File: config.mk
export PLATFORM = sky130hd
export DESIGN_NAME = trap_ctrl
export DESIGN_NICKNAME = d
export VERILOG_FILES = /design/src/rtl/trap_ctrl_pkg.sv /design/src/rtl/trap_ctrl_prio.sv /design/src/rtl/trap_ctrl.sv
export SDC_FILE = /design/constraint.sdc
export NUM_CORES = 1
export LEC_CHECK = 0
export BUFFER_PORTS_ARGS = -buffer_cell sky130_fd_sc_hd__buf_2
export CAP_MARGIN = 10
export CELL_PAD_IN_SITES_DETAIL_PLACEMENT = 1
export CELL_PAD_IN_SITES_GLOBAL_PLACEMENT = 1
export CORE_ASPECT_RATIO = 1.5
export CORE_MARGIN = 3
export CORE_UTILIZATION = 30
export DETAILED_ROUTE_END_ITERATION = 6
export GPL_TIMING_DRIVEN = 1
export HOLD_SLACK_MARGIN = 0.02
export PLACE_DENSITY = 0.78
export SLEW_MARGIN = 20
export SYNTH_ARGS = -nofsm -noshare
export SYNTH_HDL_FRONTEND = slang
export SYNTH_SLANG_ARGS = --single-unit
File: constraint.sdc
create_clock -name clk_i -period 2.15 [get_ports clk_i]
set_clock_uncertainty 0.1 [all_clocks]
set_input_delay 0.3225 -clock clk_i [delete_from_list [all_inputs] [get_ports clk_i]]
set_output_delay 0.3225 -clock clk_i [all_outputs]
set_load 0.02 [all_outputs]
File: src/rtl/trap_ctrl_pkg.sv
// ============================================================================
//  trap_ctrl_pkg : shared trap/CSR types, addresses and cause encodings
//  Revision      : 1.0
// ============================================================================
`default_nettype none

package trap_ctrl_pkg;

  typedef enum logic [1:0] {
    ST_IDLE     = 2'd0,
    ST_FLUSH    = 2'd1,
    ST_SAVE     = 2'd2,
    ST_REDIRECT = 2'd3
  } state_e;

  typedef enum logic [1:0] {
    KIND_NONE = 2'd0,
    KIND_EXC  = 2'd1,
    KIND_IRQ  = 2'd2,
    KIND_RET  = 2'd3
  } kind_e;

  localparam logic [11:0] CSR_MTVEC  = 12'h305;
  localparam logic [11:0] CSR_MEPC   = 12'h341;
  localparam logic [11:0] CSR_MCAUSE = 12'h342;
  localparam logic [11:0] CSR_MTVAL  = 12'h343;

  localparam logic [3:0] IRQ_CODE_MSI = 4'd3;
  localparam logic [3:0] IRQ_CODE_MTI = 4'd7;
  localparam logic [3:0] IRQ_CODE_MEI = 4'd11;

  // Bit positions inside the {MEIP, MTIP, MSIP} vectors
  localparam int IRQ_IDX_MSI = 0;
  localparam int IRQ_IDX_MTI = 1;
  localparam int IRQ_IDX_MEI = 2;

  localparam int MCAUSE_IRQ_BIT = 31;

  function automatic logic [31:0] make_mcause(input logic is_irq, input logic [3:0] code);
    logic [31:0] cause;
    cause                 = '0;
    cause[MCAUSE_IRQ_BIT] = is_irq;
    cause[3:0]            = code;
    return cause;
  endfunction

endpackage

`default_nettype wire

File: src/rtl/trap_ctrl_prio.sv
// ============================================================================
//  trap_prio : combinational event priority encoder (exception > irq > mret)
//  Revision  : 1.0
// ============================================================================
`default_nettype none

module trap_prio
  import trap_ctrl_pkg::*;
(
  input  logic        exc_valid_i,
  input  logic [3:0]  exc_cause_i,
  input  logic [2:0]  irq_en_i,
  input  logic        mret_i,
  output logic        valid_o,
  output logic [1:0]  kind_o,
  output logic [31:0] cause_o
);

  always_comb begin
    valid_o = 1'b0;
    kind_o  = KIND_NONE;
    cause_o = '0;
    if (exc_valid_i) begin
      valid_o = 1'b1;
      kind_o  = KIND_EXC;
      cause_o = make_mcause(1'b0, exc_cause_i);
    end else if (|irq_en_i) begin
      valid_o = 1'b1;
      kind_o  = KIND_IRQ;
      // External beats software beats timer
      if (irq_en_i[IRQ_IDX_MEI]) begin
        cause_o = make_mcause(1'b1, IRQ_CODE_MEI);
      end else if (irq_en_i[IRQ_IDX_MSI]) begin
        cause_o = make_mcause(1'b1, IRQ_CODE_MSI);
      end else begin
        cause_o = make_mcause(1'b1, IRQ_CODE_MTI);
      end
    end else if (mret_i) begin
      valid_o = 1'b1;
      kind_o  = KIND_RET;
    end
  end

endmodule

`default_nettype wire

File: src/rtl/trap_ctrl.sv
// ============================================================================
//  trap_ctrl : machine-mode trap sequencer (flush, CSR save, fetch redirect)
//  Revision  : 1.0
// ============================================================================
`default_nettype none

module trap_ctrl
  import trap_ctrl_pkg::*;
#(
  parameter int unsigned FLUSH_CYCLES = 2
) (
  input  logic        clk_i,
  input  logic        rst_i,
  input  logic        exc_valid_i,
  input  logic [3:0]  exc_cause_i,
  input  logic [31:0] exc_tval_i,
  input  logic [31:0] pc_i,
  input  logic [2:0]  irq_i,
  input  logic [2:0]  mie_i,
  input  logic        mstatus_mie_i,
  input  logic        mret_i,
  input  logic [31:0] mtvec_i,
  input  logic [31:0] mepc_i,
  output logic        flush_o,
  output logic        busy_o,
  output logic        mepc_we_o,
  output logic [31:0] mepc_wdata_o,
  output logic        mcause_we_o,
  output logic [31:0] mcause_wdata_o,
  output logic        mtval_we_o,
  output logic [31:0] mtval_wdata_o,
  output logic        trap_enter_o,
  output logic        trap_exit_o,
  output logic        redirect_valid_o,
  output logic [31:0] redirect_pc_o,
  input  logic        redirect_ready_i
);

  localparam logic [3:0] FLUSH_LOAD = 4'(FLUSH_CYCLES - 1);

  state_e      state_q,  state_d;
  kind_e       kind_q,   kind_d;
  logic [3:0]  cnt_q,    cnt_d;
  logic [31:0] cause_q,  cause_d;
  logic [31:0] tval_q,   tval_d;
  logic [31:0] epc_q,    epc_d;
  logic [31:0] target_q, target_d;

  logic [2:0]  irq_en;
  logic        prio_valid;
  logic [1:0]  prio_kind;
  logic [31:0] prio_cause;
  logic        unused_lsbs;

  // Direct mode only: the low mode/alignment bits never reach the target
  assign unused_lsbs = ^{mtvec_i[1:0], mepc_i[1:0]};
  assign irq_en      = irq_i & mie_i & {3{mstatus_mie_i}};

  trap_prio u_prio (
    .exc_valid_i (exc_valid_i),
    .exc_cause_i (exc_cause_i),
    .irq_en_i    (irq_en),
    .mret_i      (mret_i),
    .valid_o     (prio_valid),
    .kind_o      (prio_kind),
    .cause_o     (prio_cause)
  );

  always_ff @(posedge clk_i or negedge rst_i) begin
    if (!rst_i) begin
      state_q  <= ST_IDLE;
      kind_q   <= KIND_NONE;
      cnt_q    <= '0;
      cause_q  <= '0;
      tval_q   <= '0;
      epc_q    <= '0;
      target_q <= '0;
    end else begin
      state_q  <= state_d;
      kind_q   <= kind_d;
      cnt_q    <= cnt_d;
      cause_q  <= cause_d;
      tval_q   <= tval_d;
      epc_q    <= epc_d;
      target_q <= target_d;
    end
  end

  always_comb begin
    state_d  = state_q;
    kind_d   = kind_q;
    cnt_d    = cnt_q;
    cause_d  = cause_q;
    tval_d   = tval_q;
    epc_d    = epc_q;
    target_d = target_q;
    case (state_q)
      ST_IDLE: begin
        if (prio_valid) begin
          kind_d   = kind_e'(prio_kind);
          cause_d  = prio_cause;
          tval_d   = (prio_kind == KIND_EXC) ? exc_tval_i : 32'd0;
          epc_d    = pc_i;
          target_d = (prio_kind == KIND_RET) ? {mepc_i[31:2], 2'b00}
                                             : {mtvec_i[31:2], 2'b00};
          cnt_d    = FLUSH_LOAD;
          state_d  = ST_FLUSH;
        end
      end
      ST_FLUSH: begin
        if (cnt_q == 4'd0) begin
          state_d = ST_SAVE;
        end else begin
          cnt_d = cnt_q - 4'd1;
        end
      end
      ST_SAVE: begin
        state_d = ST_REDIRECT;
      end
      ST_REDIRECT: begin
        if (redirect_ready_i) begin
          state_d = ST_IDLE;
        end
      end
      default: begin
        state_d = ST_IDLE;
      end
    endcase
  end

  always_comb begin
    busy_o           = (state_q != ST_IDLE);
    flush_o          = (state_q == ST_FLUSH);
    mepc_we_o        = 1'b0;
    mcause_we_o      = 1'b0;
    mtval_we_o       = 1'b0;
    trap_enter_o     = 1'b0;
    trap_exit_o      = 1'b0;
    mepc_wdata_o     = epc_q;
    mcause_wdata_o   = cause_q;
    mtval_wdata_o    = tval_q;
    redirect_valid_o = 1'b0;
    redirect_pc_o    = '0;
    if (state_q == ST_SAVE) begin
      if (kind_q == KIND_RET) begin
        trap_exit_o = 1'b1;
      end else begin
        mepc_we_o    = 1'b1;
        mcause_we_o  = 1'b1;
        mtval_we_o   = 1'b1;
        trap_enter_o = 1'b1;
      end
    end
    if (state_q == ST_REDIRECT) begin
      redirect_valid_o = 1'b1;
      redirect_pc_o    = target_q;
    end
  end

endmodule

`default_nettype wire

Word level (Yosys, flattened, before mapping). Index checks and enable logic that the tools add are counted.

Flip-flop bits (word level): 136. Input bits: 144. Output and inout bits: 136. Word-level logic and storage cells: 53.

$add $sub $neg: 1. Equality and inequality tests: 10. Multiplexer cells: 25. Bitwise operators: 2. Reductions and logical operators: 8.

Operator list (number): $mux W32 (6); $mux W2 (6); $eq A2 B2 Y1 const B (4); $mux W1 (8); $mux W4 (2); $pmux W2 S4 (1); $pmux W4 S2 (1); $and A3 B3 Y3 (2); $ne A2 B2 Y1 const B (3); $reduce_and A3 Y1 (2); $eq A2 B1 Y1 const B (2); $logic_not A4 Y1 (1); $reduce_bool A2 Y1 (2); $sub A4 B1 Y4 const B (1); $mux W3 (1); $reduce_or A3 Y1 (1); $logic_not A2 Y1 (1); $ne A2 B1 Y1 const B (1); $reduce_and A2 Y1 (1).

Longest topological paths before layout.
Depth after elaboration: 7. Gate-level depth with buffers: 8. Mapped depth without buffers: 6.

Cells and area by module. A second synthesis with hierarchy kept.

Cells, all modules: 476. Area total of the unflattened synthesis: 5953.2 um^2.

By module, submodules not included: trap_ctrl (times used 1, cells an instance 432, area each 5636.7 um^2, sequential area each 3353.2 um^2); trap_prio (times used 1, cells an instance 44, area each 316.6 um^2, sequential area each 0.0 um^2).

Worst setup path before layout. Ideal clock, no wire load.

Path kind: register to output. From: reg state_q[0]. To: out mepc_we_o. Arrival time: 1613 ps. Data required time: 1727 ps. Slack: 115 ps. Stages on the path, launching flop included: 5. Path buffers: 1. Path through: dfrtp_1 inv_1 ha_1 a21boi_0 buf_4.

Word-level cells in the longest chain between the ends: 2.

Ends and longest elaborated chain: start: declaration (line trap_ctrl.sv:41) `state_e state_q, state_d;`; start signal: assignment (line trap_ctrl.sv:79) `state_q <= state_d;`; $eq A2 B2 Y1 (line trap_ctrl.sv:144) `if (state_q == ST_SAVE) begin`; $mux W1; end: declaration (line trap_ctrl.sv:26) `output logic mepc_we_o,`.

Every way passes these cells.

Worst setup path after layout.
From: reg state_q[1]. To: out redirect_pc_o[9].

Word-level cells in the longest chain between the ends: 2.

Ends and longest elaborated chain: $eq A2 B2 Y1 (line trap_ctrl.sv:154) `if (state_q == ST_REDIRECT) begin`; $mux W32 (line trap_ctrl.sv:154); end: declaration (line trap_ctrl.sv:35) `output logic [31:0] redirect_pc_o,`.

Every way passes these cells.

==> results.cfg <==
[global_routing]
grt_usage_pct = 16.7
grt_pass1_vias = 4863
grt_pass1_wl_microns = 25200
antenna_found_initial = 1
grt_max_degree = 58
grt-ovfl-total = 0

[placed_design]
gp_congestion = 0.746
hpwl_microns = 12000
pre_cts_ws_ns = 0.164
portBuffers = 246
placed_area_sq_um = 6590

[detailed_routing]
num_vias = 4579
post_drt_wl_per_cell_microns = 16.2
drt_wl_total_microns = 15900
dr.pass1.iters = 4
viasPerCell = 4.68
initialDrtViolationCount = 172
ant_nets = 0
drc = 0

[worst_setup_path]
cp.required_ns = 1.73
crit_path_max_fanout = 32
reg2reg_depth = 6
r2r-end = state_q[1]
r2r_setup_slack_ns = 0.23
startpoint_type = flop
cpPeakStageDelay_ns = 0.41
path_class = reg -> out
critPathArrivalTime_ns = 1.58
end_kind = primary output
r2r_start = state_q[0]
crit_slowest_cell = dfrtp_1
path_cells = ha_1 -> buf_4 -> and2_1 -> buf_2

[pwr]
power_density_nw_per_um2 = 1510
p_leak_nw = 3.62
peakVddDrop_uv = 595

[synthesis]
syn-instance-count = 529
syn_area_per_cell_sq_um = 9.81
synthArstFlopShare_pct = 100
synth_area_sq_um = 5190
ys_types = 40
synth_seq_cells = 107
synth_ff_type = dfrtp_1
synth_warnings = 0
synth_edf_count = 0
synthTopCellsByArea = dfrtp_1 52%, a211oi_2 7.2%, nand2_1 7.2%
synth_top_area_share_pct = 51.6
yosysTopAreaCell = dfrtp_1
synth-seq-area-share_pct = 51.6

[clock_tree]
cts_buffer_depth = 2
cts_sinks = 107
clock-root-buffer = clkbuf_16
insertion_delay_ns = 0.34
cts_tree = yes
cts_max_level = 3
numCtsBuffers = 9
path_clk_slew_ns = 0.08

[cells_and_area]
layout_common_cells = 245 x buf_2, 107 x dfrtp_1, 100 x nand2_1, 65 x nor2_1, 35 x a22o_1
drive_above_1_share_pct = 41.3
areaGrowthSynthToFinish_pct = 33.4
final.fill_count = 2036
final_common_cell = buf_2
utilization_pct = 41.1
final_nets = 913
stdcell_area_sq_um = 6920

[flow_run]
drv_cap = 0

[worst_hold_path]
hold_path.class = in -> reg
hold_path_depth = 3
whs_endpoint = mepc_wdata_o[22]
hold_start = pc_i[22]

[status]
status = completed

[floorplanning]
design.core.area_sq_um = 16800
start_util_pct = 30.8
rows = 58
num_io_pins = 280
die_h_microns = 167
die-area_sq_um = 18900
die_w_microns = 113

[timing]
hold_viol = 0
setup_ws_ns = 0.145
setup_viol = 0
timing.hold.ws_ns = 0.0595
fmax_ghz = 0.499
setup-tns-final_ns = 0
post-route-period-util_pct = 93.2
grt_setup_unrepaired = no
period_needed_ns = 2.00
maxSlewViolCount = 0
registers in the layout, indices dropped and copies added (netlist names):
signal and flops:
cnt_q 4, target_q 30, state_q 2, mcause_wdata_o 5, mtval_wdata_o 32, kind_q 2
mepc_wdata_o 32
final cells by class:
cell class / count / area [sq um] / area share (%)
flip-flops and latches: 107 / 2680 / 38.7
well taps: 210 / 263 / 3.80
repair buffers: 262 / 1470 / 21.2
clock inverters: 6 / 62.6 / 0.904
multi-input cells: 374 / 2170 / 31.4
diodes: 1 / 2.50 / 0.0362
clock buffers: 10 / 239 / 3.45
inverters: 9 / 35.0 / 0.506
routing by layer:
metal / vias to the layer above / global-route usage [%] / part of all wire [%]
met5: - / 0 / 0
met4: 0 / 5.49 / 2.4
met3: 21 / 4.30 / 7.2
met2: 191 / 30.0 / 52
met1: 2179 / 19.1 / 39
li1: 2188 / - / -
where the power goes:
group	switching [W]	internal [W]	leakage, nW	total [W]
Clock	0.000814	0.000851	0.148	0.00166
Sequential	0.000517	0.00295	1.30	0.00346
Combinational	0.00329	0.00202	2.17	0.00531
worst max path at each step:
stage | from | endpoint | cells after the start
CTS | state_q[0] | mepc_we_o | 4
detailed placement | state_q[0] | state_q[1] | 6
floorplan | state_q[0] | mepc_we_o | 4
global route | state_q[1] | redirect_pc_o[9] | 4
global placement | state_q[0] | state_q[1] | 6
finish | state_q[1] | redirect_pc_o[9] | 4
per-stage QoR:
step	instances	power, W
after global placement	960	0.00870
after CTS	977	0.0106
after detailed placement	960	0.00887
final	979	0.0104
after floorplan	557	0.00699
after global routing	979	0.0113
critical path, delay by kind of cell (launching register included):
family,cells,cell delay (ns)
simple gates,1,0.20
fa+ha+maj,1,0.16
flops,1,0.41
buf+inv,2,0.45
cells in the mapped netlist (all sizes together) (5+ instances only):
cell	instances
a211oi	30
a21oi	5
nor3	32
o21ai	11
clkbuf	7
nand2	100
dfrtp	107
ha	6
a22o	35
inv	8
and2	30
buf	60
nor2	66
kinds of logic after synthesis:
group	count (synthesis)	share of synthesized area [%]
flip-flops	107	51.6
buffers and inverters	76	8.99
AO/OA/AOI/OAI	96	17.1
other	1	0.0723
AND/OR/NAND/NOR	240	20.2
multiplexers	3	0.603
adder cells (fa/ha/maj)	6	1.45
what timing repair did:
item	4_1_cts	5_1_grt
endpoints found under the setup margin	1	5
resized for setup	5	1
setup buffers	0	2
pin swaps	0	0
hold endpoints to repair	24	0
hold buffers	1	0
Power figures use the tool's default switching activity.
